<file path="config.mk">
export PLATFORM = sky130hd
export DESIGN_NAME = pipe_control_unit
export DESIGN_NICKNAME = d
export VERILOG_FILES = /design/src/rtl/pipe_control_unit.sv
export SDC_FILE = /design/constraint.sdc
export NUM_CORES = 1
export LEC_CHECK = 0
export ABC_CLOCK_PERIOD_IN_PS = 4700
export BUFFER_PORTS_ARGS = -buffer_cell sky130_fd_sc_hd__buf_4
export CAP_MARGIN = 0
export CORE_ASPECT_RATIO = 1.1
export CORE_MARGIN = 5
export CORE_UTILIZATION = 50
export CTS_BUF_LIST = sky130_fd_sc_hd__clkbuf_8
export DETAILED_ROUTE_END_ITERATION = 7
export MAX_ROUTING_LAYER = met4
export PLACE_DENSITY = 0.79
export SLEW_MARGIN = 20
export SYNTH_ARGS = -nofsm -noshare
export SYNTH_HDL_FRONTEND = slang
export SYNTH_SLANG_ARGS = --single-unit
</file>
<file path="constraint.sdc">
create_clock -name clk -period 4.7 [get_ports clk]
set_input_delay 0.235 -clock clk [delete_from_list [all_inputs] [get_ports clk]]
set_output_delay 0.235 -clock clk [all_outputs]
set_load 0.005 [all_outputs]
</file>
<file path="src/rtl/pipe_control_unit.sv">
// pipe_control_unit
//   Pipelined control unit for the KGP-RISC core. It decodes the ID-stage
//   instruction into a control bundle and carries that bundle through the
//   ID/EX, EX/MEM and MEM/WB registers. It also resolves jumps and branches
//   in EX, detects load-use hazards and generates the stall, flush and
//   bubble signals.
//
// Parameters
//   ALUF_W     ALU function code width (>= 4); codes are zero-extended.
//   HAZARD_EN  1: load-use stall detection; 0: id_stall tied low.
//
// Ports
//   clk, reset        rising-edge clock, synchronous active-high reset
//   instr_valid       instr holds a real instruction (0 decodes as bubble)
//   instr             ID-stage instruction word
//   branch_condition  datapath comparison result for ex_brtype (same cycle)
//   ex_alusrc, ex_alufunc, ex_brtype, ex_dest      ID/EX controls
//   mem_dest, mem_readdmem, mem_writedmem          EX/MEM controls
//   wb_dest, wb_regwrite, wb_memtoreg              MEM/WB controls
//   pcsrc, if_flush   take branch/jump target; squash IF/ID at next edge
//   id_stall          hold PC and IF/ID at next edge
//   illegal_instr     ID holds an undefined valid opcode/func
//
// Upstream contract: no valid/ready pair exists here. id_stall=1 means the
// PC and IF/ID must hold their values at the next edge; if_flush=1 means
// IF/ID must be squashed at the next edge. Both may be high together, in
// which case the flush takes priority upstream as it does here.
module pipe_control_unit #(
  parameter int ALUF_W    = 4,
  parameter bit HAZARD_EN = 1'b1
) (
  input  logic              clk,
  input  logic              reset,
  input  logic              instr_valid,
  input  logic [31:0]       instr,
  input  logic              branch_condition,
  output logic              ex_alusrc,
  output logic [ALUF_W-1:0] ex_alufunc,
  output logic [2:0]        ex_brtype,
  output logic [4:0]        ex_dest,
  output logic [4:0]        mem_dest,
  output logic [4:0]        wb_dest,
  output logic              mem_readdmem,
  output logic              mem_writedmem,
  output logic              wb_regwrite,
  output logic              wb_memtoreg,
  output logic              pcsrc,
  output logic              if_flush,
  output logic              id_stall,
  output logic              illegal_instr
);

  localparam logic [5:0] OP_MOVE = 6'b011010;
  localparam logic [5:0] OP_LD   = 6'b100001;
  localparam logic [5:0] OP_ST   = 6'b100010;
  localparam logic [5:0] OP_BNE  = 6'b110100;

  localparam logic [2:0] BR_NONE = 3'd0;
  localparam logic [2:0] BR_BR   = 3'd1;
  localparam logic [2:0] BR_BLT  = 3'd2;
  localparam logic [2:0] BR_BNE  = 3'd5;

  logic [5:0] opcode;
  logic [4:0] rs;
  logic [4:0] rt;
  logic [4:0] rd;
  logic [5:0] func;

  assign opcode = instr[31:26];
  assign rs     = instr[25:21];
  assign rt     = instr[20:16];
  assign rd     = instr[15:11];
  assign func   = instr[5:0];

  // Shift-amount field is consumed by the datapath, not by control.
  logic unused_shamt;
  assign unused_shamt = ^instr[10:6];

  // Decoded bundle for the instruction currently in ID.
  logic              d_legal;
  logic              d_alusrc;
  logic [ALUF_W-1:0] d_alufunc;
  logic [2:0]        d_brtype;
  logic [4:0]        d_dest;
  logic              d_readdmem;
  logic              d_writedmem;
  logic              d_regwrite;
  logic              d_memtoreg;
  logic              d_reads_rs;
  logic              d_reads_rt;

  always_comb begin
    d_legal     = 1'b0;
    d_alusrc    = 1'b0;
    d_alufunc   = '0;
    d_brtype    = BR_NONE;
    d_dest      = 5'd0;
    d_readdmem  = 1'b0;
    d_writedmem = 1'b0;
    d_regwrite  = 1'b0;
    d_memtoreg  = 1'b0;
    d_reads_rs  = 1'b0;
    d_reads_rt  = 1'b0;
    if (instr_valid) begin
      case (opcode[5:4])
        2'b00: begin
          // R-type: func 1..10 -> ADD SUB AND OR XOR NOT SLA SLL SRA SRL
          if (func >= 6'd1 && func <= 6'd10) begin
            d_legal    = 1'b1;
            d_alufunc  = ALUF_W'(func - 6'd1);
            d_dest     = rd;
            d_regwrite = 1'b1;
            d_reads_rs = 1'b1;
            d_reads_rt = 1'b1;
          end
        end
        2'b01: begin
          // Immediate ALU ops 010000..011001, plus MOVE which uses ADD.
          if (opcode <= OP_MOVE) begin
            d_legal    = 1'b1;
            d_alusrc   = 1'b1;
            d_alufunc  = (opcode == OP_MOVE) ? '0 : ALUF_W'(opcode[3:0]);
            d_dest     = rt;
            d_regwrite = 1'b1;
            d_reads_rs = 1'b1;
          end
        end
        2'b10: begin
          if (opcode == OP_LD) begin
            d_legal    = 1'b1;
            d_alusrc   = 1'b1;
            d_readdmem = 1'b1;
            d_regwrite = 1'b1;
            d_memtoreg = 1'b1;
            d_dest     = rt;
            d_reads_rs = 1'b1;
          end else if (opcode == OP_ST) begin
            d_legal     = 1'b1;
            d_alusrc    = 1'b1;
            d_writedmem = 1'b1;
            d_reads_rs  = 1'b1;
            d_reads_rt  = 1'b1;
          end
        end
        default: begin
          // 110000 BR .. 110100 BNE map onto brtype 1..5.
          if (opcode <= OP_BNE) begin
            d_legal    = 1'b1;
            d_brtype   = opcode[2:0] + 3'd1;
            d_reads_rs = 1'b1;
            d_reads_rt = (d_brtype != BR_BR);
          end
        end
      endcase
      // Writes to r0 are architecturally discarded.
      if (d_dest == 5'd0) d_regwrite = 1'b0;
    end
  end

  assign illegal_instr = instr_valid & ~d_legal & ~reset;

  // Internal stage controls not exported as ports.
  logic ex_readdmem;
  logic ex_writedmem;
  logic ex_regwrite;
  logic ex_memtoreg;
  logic mem_regwrite;
  logic mem_memtoreg;

  // Branch resolution from the ID/EX register.
  assign pcsrc    = (ex_brtype == BR_BR) |
                    ((ex_brtype >= BR_BLT) & (ex_brtype <= BR_BNE) & branch_condition);
  assign if_flush = pcsrc;

  // A load in EX is the only instruction whose result is not yet forwardable.
  logic load_use;
  assign load_use = ex_readdmem && (ex_dest != 5'd0) &&
                    ((d_reads_rs && (rs == ex_dest)) || (d_reads_rt && (rt == ex_dest)));
  assign id_stall = HAZARD_EN && load_use && !reset;

  always_ff @(posedge clk) begin
    if (reset) begin
      ex_alusrc     <= 1'b0;
      ex_alufunc    <= '0;
      ex_brtype     <= BR_NONE;
      ex_dest       <= 5'd0;
      ex_readdmem   <= 1'b0;
      ex_writedmem  <= 1'b0;
      ex_regwrite   <= 1'b0;
      ex_memtoreg   <= 1'b0;
      mem_dest      <= 5'd0;
      mem_readdmem  <= 1'b0;
      mem_writedmem <= 1'b0;
      mem_regwrite  <= 1'b0;
      mem_memtoreg  <= 1'b0;
      wb_dest       <= 5'd0;
      wb_regwrite   <= 1'b0;
      wb_memtoreg   <= 1'b0;
    end else begin
      // Flush or stall both insert a bubble; a flushed ID instruction is
      // killed even when it would also have stalled.
      if (pcsrc || id_stall) begin
        ex_alusrc    <= 1'b0;
        ex_alufunc   <= '0;
        ex_brtype    <= BR_NONE;
        ex_dest      <= 5'd0;
        ex_readdmem  <= 1'b0;
        ex_writedmem <= 1'b0;
        ex_regwrite  <= 1'b0;
        ex_memtoreg  <= 1'b0;
      end else begin
        ex_alusrc    <= d_alusrc;
        ex_alufunc   <= d_alufunc;
        ex_brtype    <= d_brtype;
        ex_dest      <= d_dest;
        ex_readdmem  <= d_readdmem;
        ex_writedmem <= d_writedmem;
        ex_regwrite  <= d_regwrite;
        ex_memtoreg  <= d_memtoreg;
      end
      mem_dest      <= ex_dest;
      mem_readdmem  <= ex_readdmem;
      mem_writedmem <= ex_writedmem;
      mem_regwrite  <= ex_regwrite;
      mem_memtoreg  <= ex_memtoreg;
      wb_dest       <= mem_dest;
      wb_regwrite   <= mem_regwrite;
      wb_memtoreg   <= mem_memtoreg;
    end
  end

endmodule

</file>
## After elaboration in Yosys (flattened, before gate mapping)

Cells that the tools add are included.

| cells by class | value |
|---|---|
| bitwise operators | 10 |
| eq/ne operators | 9 |
| $add $sub $neg | 2 |
| order comparisons | 6 |
| multiplexer cells | 23 |
| reductions and logical operators | 16 |

Operators by type and width:

| operator | count |
|---|---|
| $mux W5 | 4 |
| $pmux W5 S3 | 1 |
| $eq A6 B6 Y1 const B | 2 |
| $mux W4 | 3 |
| $eq A5 B5 Y1 | 2 |
| $mux W1 | 10 |
| $pmux W1 S3 | 3 |
| $pmux W4 S2 | 1 |
| $reduce_or A4 Y1 | 2 |
| $reduce_or A7 Y1 | 1 |
| $eq A6 B5 Y1 const B | 1 |
| $ge A6 B1 Y1 const B | 1 |
| $le A6 B4 Y1 const B | 1 |
| $le A6 B5 Y1 const B | 1 |
| $le A6 B6 Y1 const B | 1 |
| $logic_and A1 B1 Y1 | 6 |
| $logic_not A5 Y1 | 1 |
| $not A1 Y1 | 5 |
| $reduce_bool A5 Y1 | 1 |
| $and A1 B1 Y1 | 4 |
| $sub A4 B1 Y4 const B | 1 |
| $add A3 B1 Y3 const B | 1 |
| $eq A3 B1 Y1 const B | 1 |
| $ge A3 B2 Y1 const B | 1 |
| other kinds (10) | 11 |

| storage, ports and cells | value |
|---|---|
| output and inout port bits | 31 |
| register bits after elaboration | 31 |
| input bits | 36 |

## Logic depth before layout (Yosys ltp)

Gate-level depths: netlist of the first run.

| depth | value |
|---|---|
| word-level depth | 11 |
| gate-level depth with buffers | 8 |
| depth with buffers taken out | 7 |

## Least setup slack after synthesis of the first run

OpenSTA, ideal clock, no wires.

| path | value |
|---|---|
| path kind | input-to-output |
| start point | input instr[0] |
| end point | output id_stall |
| buffers on the path | 0 |
| required time | 4.465 ns |
| slack | 2.946 ns |
| arrival time | 1.519 ns |
| stages on the path | 7 |
| cell sequence | inv_1 ha_1 nor3b_2 o22ai_2 and2_4 o311a_4 and2_1 |

| on the way | value |
|---|---|
| word-level cells in the longest chain between the ends | 9 |
| elaborated cells on any way between the ends | 13 |

RTL lines:

| item | line | text |
|---|---|---|
| from (decl) | 35 | `input logic [31:0] instr,` |
| $ge A6 B1 Y1 or $le A6 B4 Y1 (tied branches) | 108 | `if (func >= 6'd1 && func <= 6'd10) begin` |
| $logic_and A1 B1 Y1 * | 108 |  |
| $mux W1 * | 108 |  |
| $pmux W1 S3 | 105 | `case (opcode[5:4])` |
| $mux W1 | 104 | `if (instr_valid) begin` |
| $logic_and A1 B1 Y1 | 178 | `((d_reads_rs && (rs == ex_dest)) \|\| (d_reads_rt && (rt == ex_dest)));` |
| $logic_or A1 B1 Y1 * | 178 |  |
| $logic_and A1 B1 Y1 * | 177 | `assign load_use = ex_readdmem && (ex_dest != 5'd0) &&` |
| $logic_and A1 B1 Y1 * | 179 | `assign id_stall = HAZARD_EN && load_use && !reset;` |
| to (decl) | 49 | `output logic id_stall,` |

Mark *: on every way between the ends. The rest lies on a longest branch, timed or not.

## Worst setup path in the final report of the first run

Same ends and word-level chain as after synthesis.

==> results.sh, run 1 <==
export IMPL_outcome="completed"
export IMPL_groute_layer_met3_usage_pct=3.81
export IMPL_skew_ns=0.00315
export IMPL_clk_pin_slew_worst_paths_ns=0.06
export IMPL_layout_nets=273
export IMPL_drtIter0Drc=67
export IMPL_port_buffer_count=61
export IMPL_cts_hold_buffers=0
export IMPL_gr_usage_met1_pct=19.2
export IMPL_synth_area_mm2=0.00168
export IMPL_grt_overflow_total=0
export IMPL_grt_pass1_vias=1432
export IMPL_place_inst=255
export IMPL_fp_dieH_um=70.7
export IMPL_cts_root_buf="clkbuf_8"
export IMPL_synthArstFlopShare_pct=0
export IMPL_cts_made_buffers=5
export IMPL_hpwl_mm=3.11
export IMPL_crit_required_ns=4.47
export IMPL_drc_errors=0
export IMPL_track_usage_pct=17.7
export IMPL_placed_area_mm2=0.00213
export IMPL_ys_types=44
export IMPL_register_area_um2=621
export IMPL_final_common_cell="buf_4"
export IMPL_min_period_ns=2.59
export IMPL_synthCells=164
export IMPL_ys_warnings_count=0
export IMPL_fin_tns_setup_ns=0
export IMPL_ys_flop_type="dfxtp_1"
export IMPL_dr_pass1_iters=4
export IMPL_design_area_mm2=0.00223
export IMPL_clock_latency_ns=0.27
export IMPL_rsz0062_at_grt="no"
export IMPL_area_delta_synth_final_pct=33.1
export IMPL_via_count=1444
export IMPL_slowest_stage="o21ai_2"
export IMPL_slew_violations=0
export IMPL_cts_tree="yes"
export IMPL_final_hold_viol_count=0
export IMPL_ant_nets=0
export IMPL_final_cell_mix="buf_4 (61), dfxtp_1 (31), nor2b_1 (16), ha_1 (11), a21oi_2 (10)"
export IMPL_leakage_nw=0.992
export IMPL_maxCapViolations=0
export IMPL_n_antenna_cell=0
export IMPL_final_util_pct=68.1
export IMPL_cp_max_fo=17
export IMPL_power_mw=0.557
export IMPL_num_rows=22
export IMPL_clock_path_buffers=2
export IMPL_end_kind="output pin"
export IMPL_setup_viol_count_final=0
export IMPL_arrival_ns=2.35
export IMPL_crit_type="input port to output pin"
export IMPL_max_freq_mhz=386
export IMPL_post_cts_resized=0
export IMPL_ys_seq_elements=31
export IMPL_cp_cell_sequence="buf_4 > inv_1 > ha_1 > nor3b_2 > o22ai_2 > a211oi_1 > o21ai_2 > and2_1 > buf_4"
export IMPL_worst_pin_slew_ns=0.878
export IMPL_met2_usage_pct=30.6
export IMPL_synth_edf_count=0
export IMPL_crit_top_cell="buf_4"
export IMPL_coreArea_mm2=0.00328
export IMPL_start_util_pct=51.1
export IMPL_grt_first_pass_wirelength_mm=6.37
export IMPL_layout_drive_gt1_share_pct=38.3
export IMPL_multi_input_area_um2=983
export IMPL_syn_avg_cell_area_um2=10.2
export IMPL_wl_per_cell_um=14.5
export IMPL_relSlewSlack_pct=41.5
export IMPL_top_usage_layer="met2"
export IMPL_instances_no_fill=263
export IMPL_gp_congestion=0.916
export IMPL_fillerInstances=264
export IMPL_power_density_mw_per_mm2=250
export IMPL_synth_top_area_cell="dfxtp_1"
export IMPL_cts_setup_buffers=0
export IMPL_synth_nets=211
export IMPL_vdd_ir_drop_max_mv=0.119
export IMPL_antenna_found_initial=0
export IMPL_critical_path_max_stage_delay_ns=0.71
export IMPL_wirelength_mm=3.81
export IMPL_hp_class="input port to flip-flop"
export IMPL_via_per_inst=5.49
export IMPL_timing_final_crit_share_pct=55.1
export IMPL_pin_count=67
export IMPL_grt_max_degree=18
export IMPL_synth_top_area_share_pct=37.0
export IMPL_ys_top_cells_by_area="dfxtp_1 (37%), ha_1 (8.2%), nor2b_1 (6.0%)"
export IMPL_clock_sinks=31
export IMPL_cp_start_kind="input port"
export IMPL_die_w_um=65.2
export IMPL_seq_area_frac_synth_pct=37.0
export IMPL_htree_levels=2
export IMPL_dieArea_mm2=0.00461
## Yosys cell counts (2+ instances only)
master     count
a21oi_1        5
a211oi_1       5
inv_1          6
xor2_1         7
o21a_1         2
ha_1          11
o211a_1        2
a21oi_2       10
nand2b_1       5
dfxtp_1       31
nand3_1        2
clkbuf_1       2
nand4_1        3
buf_4          2
xnor2_1        6
a32o_1         5
nand2_1        7
or4_1          3
nor3_1         3
o21ai_0        3
nand4bb_1      2
nand4b_1       2
nor2_1         3
nor3b_2        2
nor2b_1       16
## worst max-delay path, delay by kind of cell
| family | cells | cell delay (ns) |
|---|---|---|
| AO/OA/AOI/OAI | 3 | 1.24 |
| adder cells (fa/ha/maj) | 1 | 0.22 |
| buffers and inverters | 3 | 0.27 |
| AND/OR/NAND/NOR | 2 | 0.39 |
## final timing paths
| check | cells past startpoint | startpoint | endpoint | slack, ns |
|---|---|---|---|---|
| max | 9 | instr[0] | id_stall | 2.11 |
| min | 2 | reset | mem_dest[2] | 0.24 |
| max reg2reg | 5 | ex_dest[0] | ex_alufunc[0] | 2.65 |
| min reg2reg | 1 | ex_writedmem | mem_writedmem | 0.44 |
## flip-flops by register name (all words and copies together) (netlist names), 3 cells and up
signal / flops
ex_dest: 5
mem_dest: 5
wb_dest: 5
ex_brtype: 3
ex_alufunc: 4
## cell type report
class	count	share of cell area [%]
multi-input combinational	121	44.1
sequential	31	27.8
timing repair buffer	61	20.5
clock buffer	7	4.32
tap	36	2.02
inverter	6	1.01
clock inverter	1	0.168
## per-stage QoR
| stage | hold slack [ns] | worst slack [ns] |
|---|---|---|
| floorplan | 0.307 | 2.95 |
| global placement | 0.421 | 2.19 |
| detailed placement | 0.431 | 2.12 |
| CTS | 0.238 | 2.13 |
| global route | 0.250 | 1.97 |
| finish | 0.244 | 2.11 |
## logic make-up after synthesis
kind of cell | after synthesis | synth area share, %
adders and majority gates | 11 | 8.21
DFF | 31 | 37.0
buffers and inverters | 12 | 4.26
muxes | 1 | 0.597
AOI/OAI and AO/OA | 40 | 20.8
xor gates and xnor gates | 13 | 6.80
and+or+nand+nor | 56 | 22.3
## routing by layer
layer | vias to the layer above | share of wire (%)
li1 | 715 | -
met1 | 661 | 39
met2 | 64 | 53
met3 | 4 | 7.4
met4 | 0 | 1.2
met5 | - | 0
## report_power, final
group / leakage [nW] / internal (mW) / switching [mW]
Clock: 0.0557 / 0.131 / 0.0833
Combinational: 0.686 / 0.0385 / 0.0377
Sequential: 0.250 / 0.265 / 0.00122
(Power assumes the default switching activity.)
==> run 2, diff against run 1 <==
ABC_AREA = 1   (was unset)
ABC_CLOCK_PERIOD_IN_PS = 2650   (was 4700)
clock period = 2.65 ns   (was 4.7 ns; I/O delays follow)
==> run 2 against run 1 <==
- power increased by 83%
- clock power increased by 85%
- first-iteration DRC count decreased by 33%
- count of clock-buffer cells in the layout unchanged
- hold slack got worse by 0.19 ns
==> results.sh, run 2 <==
export IMPL_outcome="completed"
export IMPL_synthArstFlopShare_pct=0
export IMPL_hp_class="input port to flip-flop"
export IMPL_hold_worst_slack_ns=0.0577
export IMPL_cp_start_kind="flip-flop"
export IMPL_grt_max_degree=17
export IMPL_post_synth_top_count_cell="inv_1"
export IMPL_ys_types=27
export IMPL_layout_nets=325
export IMPL_layout_drive_gt1_share_pct=35.1
export IMPL_fp_dieH_um=71.0
export IMPL_arrival_ns=1.55
export IMPL_synth_nets=262
export IMPL_final_common_cell="buf_4"
export IMPL_worst_pin_slew_ns=0.329
export IMPL_clock_sinks=31
export IMPL_syn_avg_cell_area_um2=7.86
export IMPL_ys_top_cells_by_area="dfxtp_1 (37%), inv_1 (8.4%), ha_1 (8.1%)"
export IMPL_cts_setup_buffers=0
export IMPL_final_cell_mix="buf_4 (61), inv_1 (39), nor2_1 (35), dfxtp_1 (31), nand2_1 (29)"
export IMPL_cts_made_buffers=5
export IMPL_seq_area_frac_synth_pct=36.7
export IMPL_via_count=1475
export IMPL_area_delta_synth_final_pct=32.9
export IMPL_num_rows=22
export IMPL_grt_pass1_vias=1420
export IMPL_ys_flop_type="dfxtp_1"
export IMPL_relSlewSlack_pct=78.0
export IMPL_dp_slack_ns=0.776
export IMPL_track_usage_pct=15.8
export IMPL_wirelength_mm=3.47
export IMPL_min_period_ns=1.68
export IMPL_drtIter0Drc=45
export IMPL_final_util_pct=68.0
export IMPL_grt_overflow_total=0
export IMPL_post_cts_resized=0
export IMPL_layout_setup_ws_ns=0.971
export IMPL_cts_hold_buffers=0
export IMPL_rsz0062_at_grt="no"
export IMPL_ys_warnings_count=0
export IMPL_clock_path_buffers=2
export IMPL_coreArea_mm2=0.00330
export IMPL_dieArea_mm2=0.00464
export IMPL_synth_top_area_share_pct=36.7
export IMPL_n_antenna_cell=0
export IMPL_wl_per_cell_um=11.0
export IMPL_htree_levels=2
export IMPL_crit_type="flip-flop to output pin"
export IMPL_cts_root_buf="clkbuf_8"
export IMPL_synth_common_cells="inv_1 (38), nor2_1 (35), dfxtp_1 (31)"
export IMPL_synth_edf_count=0
export IMPL_cts_tree="yes"
export IMPL_ys_seq_elements=31
export IMPL_final_hold_viol_count=0
export IMPL_port_buffer_count=61
export IMPL_top_regs="ex_dest x5, mem_dest x5, wb_dest x5"
export IMPL_skew_ns=0.00189
export IMPL_hpwl_mm=2.86
export IMPL_ant_nets=0
export IMPL_fin_tns_setup_ns=0
export IMPL_leakage_nw=1.13
export IMPL_via_per_inst=4.68
export IMPL_vdd_ir_drop_max_mv=0.242
export IMPL_synth_top_area_cell="dfxtp_1"
export IMPL_power_mw=1.02
export IMPL_clock_latency_ns=0.28
export IMPL_clk_pin_slew_worst_paths_ns=0.06
export IMPL_cp_max_fo=4
export IMPL_gp_congestion=0.833
export IMPL_power_density_mw_per_mm2=454
export IMPL_crit_required_ns=2.52
export IMPL_slew_violations=0
export IMPL_setup_viol_count_final=0
export IMPL_synthCells=215
export IMPL_maxCapViolations=0
export IMPL_max_freq_mhz=596
export IMPL_pin_count=67
export IMPL_synth_area_mm2=0.00169
export IMPL_start_util_pct=51.2
export IMPL_timing_final_crit_share_pct=63.3
export IMPL_grt_first_pass_wirelength_mm=5.61
export IMPL_die_w_um=65.4
export IMPL_drc_errors=0
export IMPL_antenna_found_initial=0
export IMPL_dr_pass1_iters=6
export IMPL_end_kind="output pin"
==> run 2: changes by cell type after synthesis, sizes merged, moves of 6 or more <==
cell	change
nor2	+45
nand2	+26
nand2b	-6
nand3	+13
a21oi	-14
nor2b	-16
inv	+35
==> run 2: logic make-up (layout without fill, tap and decap cells) <==
kind of cell / Yosys count / after routing / share of synthesized area, %
and+or+nand+nor: 102 / 102 / 32.7
buffers and inverters: 47 / 111 / 12.1
DFF: 31 / 31 / 36.7
AOI/OAI and AO/OA: 12 / 12 / 4.15
xor gates and xnor gates: 12 / 12 / 6.22
adders and majority gates: 11 / 11 / 8.14
==> run 2: stage by stage <==
| step | std cells | area [µm²] |
|---|---|---|
| 2_1_floorplan | 215 | 1690 |
| 3_3_place_gp | 307 | 2150 |
| 3_5_place_dp | 307 | 2150 |
| 4_1_cts | 315 | 2250 |
| 5_1_grt | 315 | 2250 |
| 6_report | 315 | 2250 |
==> run 2: area by class of cell <==
cell class,count,area [µm²]
timing repair buffer,61,458
multi-input combinational,137,866
inverter,42,158
clock inverter,1,3.75
tap,36,45.0
clock buffer,7,96.3
sequential,31,621
fill,298,1060
==> run 2: final timing paths <==
kind / startpoint / to / slack [ns] / depth (start not counted)
max: ex_dest[0] / id_stall / 0.97 / 9
min: instr[26] / ex_brtype[0] / 0.06 / 2
max reg2reg: ex_dest[0] / ex_writedmem / 1.10 / 9
min reg2reg: mem_regwrite / wb_regwrite / 0.40 / 2
==> run 2: per-layer routing <==
metal,GRT usage (%),up-vias,routed length (µm)
li1,-,768,-
met1,15.5,656,1370
met2,28.0,44,1770
met3,4.44,7,244
met4,8.06,0,87
met5,-,-,0
==> run 2: worst max-delay path: stages, from the launching register on <==
cell and delay, ns:
dfxtp_1 0.37, inv_1 0.10, or2_2 0.27, nand3_1 0.08
nor2_1 0.05, nand2_1 0.06, nand2_1 0.06, nand3_2 0.11
inv_1 0.05, buf_4 0.13
==> run 2: power breakdown <==
part	leakage (nW)	switching, mW	internal, mW
Sequential	0.250	0.00294	0.472
Clock	0.0557	0.162	0.233
Combinational	0.822	0.0806	0.0703
Total	1.13	0.246	0.774
